File: src/rtl/uart_tx_ctrl.sv
// UART transmit frame sequencer. Walks start / data / parity / stop, one bit
// period per baud tick, and drives the select and bit sources of the TX output
// mux. The mux output is the serial line, so idle and reset select the stop
// source (line high).
module uart_tx_ctrl #(
  parameter int DATA_WIDTH = 8,
  parameter int PARITY_EN  = 1,
  parameter int PARITY_ODD = 0
) (
  input  logic                  clk,
  input  logic                  rst_n,
  input  logic                  baud_tick,
  input  logic                  tx_load,
  input  logic [DATA_WIDTH-1:0] tx_data,
  output logic                  tx_busy,
  output logic                  tx_done,
  output logic [1:0]            select,
  output logic                  start_bit,
  output logic                  data_bit,
  output logic                  parity_bit,
  output logic                  stop_bit
);

  localparam int CW = $clog2(DATA_WIDTH);
  localparam logic [CW-1:0] LAST_BIT = CW'(DATA_WIDTH - 1);

  localparam logic [1:0] SEL_START  = 2'b00;
  localparam logic [1:0] SEL_DATA   = 2'b01;
  localparam logic [1:0] SEL_PARITY = 2'b10;
  localparam logic [1:0] SEL_STOP   = 2'b11;

  typedef enum logic [2:0] {
    IDLE   = 3'd0,
    ARMED  = 3'd1,
    START  = 3'd2,
    DATA   = 3'd3,
    PARITY = 3'd4,
    STOP   = 3'd5
  } state_t;

  state_t                state_reg, state_next;
  logic [1:0]            select_reg, select_next;
  logic                  busy_reg, busy_next;
  logic                  done_reg, done_next;
  logic                  parity_reg, parity_next;
  logic [CW-1:0]         cnt_reg, cnt_next;
  logic [DATA_WIDTH-1:0] shreg_reg, shreg_next;

  // State register
  always_ff @(posedge clk or negedge rst_n) begin
    if (!rst_n) begin
      state_reg <= IDLE;
    end else begin
      state_reg <= state_next;
    end
  end

  // Next-state logic plus next values of the registered outputs and datapath
  always_comb begin
    state_next  = state_reg;
    select_next = SEL_STOP;
    busy_next   = busy_reg;
    done_next   = 1'b0;
    parity_next = parity_reg;
    cnt_next    = cnt_reg;
    shreg_next  = shreg_reg;

    // Busy drops one clock after the done pulse, so a load during the done
    // clock still sees busy and is ignored.
    if (done_reg) begin
      busy_next = 1'b0;
    end

    case (state_reg)
      IDLE: begin
        if (tx_load && !busy_reg) begin
          state_next  = ARMED;
          shreg_next  = tx_data;
          parity_next = (PARITY_ODD != 0) ? ~^tx_data : ^tx_data;
          busy_next   = 1'b1;
        end
      end
      ARMED: begin
        // Wait for a fresh tick so the start bit is a full bit period.
        if (baud_tick) begin
          state_next = START;
        end
      end
      START: begin
        if (baud_tick) begin
          state_next = DATA;
          cnt_next   = '0;
        end
      end
      DATA: begin
        if (baud_tick) begin
          shreg_next = {1'b1, shreg_reg[DATA_WIDTH-1:1]};
          if (cnt_reg == LAST_BIT) begin
            state_next = (PARITY_EN != 0) ? PARITY : STOP;
          end else begin
            cnt_next = cnt_reg + 1'b1;
          end
        end
      end
      PARITY: begin
        if (baud_tick) begin
          state_next = STOP;
        end
      end
      STOP: begin
        if (baud_tick) begin
          state_next = IDLE;
          done_next  = 1'b1;
        end
      end
      default: begin
        state_next = IDLE;
      end
    endcase

    // Select follows the state being entered so it lines up with the state.
    case (state_next)
      START:   select_next = SEL_START;
      DATA:    select_next = SEL_DATA;
      PARITY:  select_next = SEL_PARITY;
      default: select_next = SEL_STOP;
    endcase
  end

  // Registered outputs and datapath; shift register refills with ones so the
  // data source idles high.
  always_ff @(posedge clk or negedge rst_n) begin
    if (!rst_n) begin
      select_reg <= SEL_STOP;
      busy_reg   <= 1'b0;
      done_reg   <= 1'b0;
      parity_reg <= 1'b0;
      cnt_reg    <= '0;
      shreg_reg  <= '1;
    end else begin
      select_reg <= select_next;
      busy_reg   <= busy_next;
      done_reg   <= done_next;
      parity_reg <= parity_next;
      cnt_reg    <= cnt_next;
      shreg_reg  <= shreg_next;
    end
  end

  assign select     = select_reg;
  assign tx_busy    = busy_reg;
  assign tx_done    = done_reg;
  assign data_bit   = shreg_reg[0];
  assign parity_bit = parity_reg;
  assign start_bit  = 1'b0;
  assign stop_bit   = 1'b1;

endmodule
File: config.mk
export PLATFORM = sky130hd
export DESIGN_NAME = uart_tx_ctrl
export DESIGN_NICKNAME = d
export VERILOG_FILES = /design/src/rtl/uart_tx_ctrl.sv
export SDC_FILE = /design/constraint.sdc
export NUM_CORES = 1
export LEC_CHECK = 0
export CORE_AREA = 10 10 59 57
export CTS_CLUSTER_DIAMETER = 100
export DETAILED_ROUTE_END_ITERATION = 8
export DIE_AREA = 0 0 69 67
export HOLD_SLACK_MARGIN = 0.08
export PLACE_DENSITY = 0.78
export SYNTH_ARGS = -nofsm -noshare
export SYNTH_HDL_FRONTEND = slang
export SYNTH_SLANG_ARGS = --single-unit
File: constraint.sdc
create_clock -name clk -period 1.58 [get_ports clk]
set_input_delay 0.395 -clock clk [delete_from_list [all_inputs] [get_ports clk]]
set_output_delay 0.395 -clock clk [all_outputs]
set_load 0.02 [all_outputs]
==> flow_summary_export.csv <==
group,metric,value,unit
timing,fmax,659,MHz
critical_path,crit_chain,"clkdlybuf4s15_1",
drt,dr.pass1.iters,4,
critical_path,reg2reg_to,"shreg_reg[3]$_DFFE_PN1P_",
synth,avgSynthCellArea,10.1,sq um
floorplan,io_pins,20,
placement,place_hpwl,1.65,mm
placement,routabilityCongestion,0.788,
grt,gr-total-overflow,0,
run_status,status,"completed",
pwr,p_int,1.39,mW
cts,cts_tree,"yes",
synth,synth-edff-count,0,
critical_path,max_stage_delay,0.53,ns
pwr,cellLeakagePower,0.563,nW
floorplan,start_util,48.8,%
finish,largest_register_ffs,8,
pwr,pwr-share-comb,51.6,%
critical_path,reg2reg_slack,0.07,ns
placement,preCtsSetupSlack,-0.375,ns
synth,synthTopCellsByCount,"nor2_1 (11), dfstp_2 (10), dfrtp_1 (9), nand2_1 (9), mux2i_1 (8)",
floorplan,die_w,69,microns
critical_path,r2r.worst_path.cells,5,
finish,post-route-cell-area,0.00134,sq mm
critical_path,cp-start-kind,"flop",
floorplan,dieHeight,67,microns
timing,finalHoldViolCount,0,
critical_path,crit_fanout,1,
drt,postRouteAntennaNets,0,
grt,grt_max_degree,20,
pwr,power,2.27,mW
cts,cts_made_buffers,3,
flow_run,maxCapViolCount,0,
placement,dpl_cell_area,0.00129,sq mm
drt,vias,786,
timing,finalSetupViolCount,0,
synth,syn-num-nets,116,
pwr,power_density,1700,mW/mm^2
cts,clk_pin_slew,0.11,ns
timing,min_period_over_period,96.1,%
min_path,hp-class,"in2async",
grt,grt_pass1_wl,4.00,mm
cts,clockBufferDepth,2,
synth,ys_ff_latch,19,
grt,track_usage,10.5,%
pwr,ir_drop,1.04,mV
critical_path,r2r_start,"state_reg[0]$_DFF_PN0_",
cts,hold_buffers,0,
critical_path,end_kind,"primary output",
pwr,p_switching,0.879,mW
critical_path,critPathTopFamily,"flip-flops",
timing,fin_ws,0.0621,ns
synth,yosys_warnings,0,
finish,fin_nets,144,
grt,grt_pass1_vias,833,
cts,htreeDepth,1,
floorplan,num_rows,16,
critical_path,arrival,1.12,ns
critical_path,path_buf_inv,1,
pwr,clkPwrFrac,10.9,%
timing,post-route-min-period,1.52,ns
finish,drive_gt1_share,34.1,%
finish,antenna_cells,0,
drt,routed_wirelength,2.35,mm
synth,synth_largest_area_cell,"dfstp_2",
finish,area_growth_syn_to_layout,29.3,%
drt,drc,0,
pwr,switching_share,38.8,%
critical_path,crit_slowest_cell,"dfstp_2",
floorplan,die_area,0.00462,sq mm
cts,cts-root-buf,"clkbuf_4",
timing,fin_setup_tns,0,ns
timing,worst_clock_skew,0.00980,ns
finish,fill_cells,174,
timing,timing.final.max_slew_violations,0,
synth,synth_top_area_share,25.4,%
synth,synth_cell_types,30,
synth,synth_top_flop_cell,"dfstp_2",
critical_path,crit_type,"reg2out",
synth,synth.most_common_cell,"nor2_1",
drt,viasPerCell,5.04,
critical_path,worstPathRequired,1.18,ns
synth,postSynthCellCount,102,
cts,cts.sinks,19,
timing,grt_setup_unrepaired,"no",
drt,drtIter0Drc,36,
synth,mappedNetlistArea,0.00103,sq mm
synth,synth-async-reset-ratio,100,%
grt,antenna_found_initial,0,
pwr,power_frac_seq,37.5,%
cts,worstSkewPairLatency,0.30,ns
drt,routedWlPerCell,15.1,microns
floorplan,core_area,0.00212,sq mm
synth,yosysSeqAreaShare,47.2,%
synth,netlist_top_cells_area,"dfstp_2 (25%), dfrtp_1 (22%), mux2i_1 (7.7%), xnor2_1 (5.9%), nor2_1 (4.0%)",
placement,port_buffers,17,
[through the flow]
stage | util [%] | hold WS [ns] | std cells
2_1_floorplan | - | 0.0994 | 102
3_3_place_gp | 61.0 | 0.489 | 151
3_5_place_dp | 61.0 | 0.499 | 151
4_1_cts | 63.7 | 0.415 | 157
5_1_grt | 63.0 | 0.420 | 156
6_report | 63.0 | 0.413 | 156
[cell type report]
class / instances / area, sq um / area share, %
Clock inverter: 1 / 5.00 / 0.374
Clock buffer: 3 / 22.5 / 1.68
Inverter: 3 / 11.3 / 0.842
Tap cell: 27 / 33.8 / 2.53
Timing Repair Buffer: 29 / 262 / 19.6
Sequential cell: 19 / 488 / 36.5
Multi-Input combinational cell: 74 / 515 / 38.5
[repair_timing]
action,in CTS,in global routing
setup buffers,1,0
pin swaps,1,0
gates cloned,1,0
gates resized for setup,10,11
setup endpoints to repair,13,12
[cells in the final DEF (no fill, tap or decap), types with 4 or more instances in the layout]
cell type        Yosys  routed
a21oi_1              7       5
a21oi_2              3       5
buf_4                2      10
clkdlybuf4s50_1      0      10
dfrtp_1              9       9
dfstp_2             10      10
dlygate4sd2_1        0       4
mux2i_1              8       8
nand2_1              9       8
nor2_1              11       9
o21ai_0              5       5
xnor2_1              7       7
[metal layers]
metal | share of wire [%] | vias up | GRT usage, %
met5 | 0 | - | 0
met3 | 4.9 | 2 | 3.56
met2 | 52 | 16 | 17.6
met4 | 1.4 | 0 | 5.03
li1 | - | 400 | -
met1 | 42 | 368 | 11.8
[cell families after synthesis]
logic type,after synthesis,share of synthesized area (%)
AO/OA/AOI/OAI,23,15.6
XOR/XNOR,7,5.93
adder cells (fa/ha/maj),2,2.42
buffers and inverters,9,4.96
flip-flops,19,47.2
multiplexers,8,7.74
other,2,0.726
AND/OR/NAND/NOR,32,15.5
[worst max-delay path by stage]
| stage | start | endpoint | slack (ns) | cells past startpoint |
|---|---|---|---|---|
| global placement | tx_load | shreg_reg[2]$_DFFE_PN1P_ | -0.30 | 6 |
| CTS | select[0]$_DFF_PN1_ | select[0] | 0.005 | 1 |
| detailed placement | tx_load | shreg_reg[0]$_DFFE_PN1P_ | -0.37 | 6 |
| floorplan | tx_busy$_DFF_PN0_ | shreg_reg[4]$_DFFE_PN1P_ | 0.06 | 5 |
| finish | select[1]$_DFF_PN1_ | select[1] | 0.06 | 1 |
| global route | state_reg[0]$_DFF_PN0_ | shreg_reg[2]$_DFFE_PN1P_ | 0.001 | 5 |
[power by group through the flow]
stage,clock network (mW),logic [mW],registers [mW]
CTS,0.260,1.21,0.838
floorplan,0,0.718,0.895
global placement,0,1.10,0.840
detailed placement,0,1.13,0.848
global route,0.277,1.29,0.874
finish,0.247,1.17,0.851
Power figures use the tool's default switching activity.
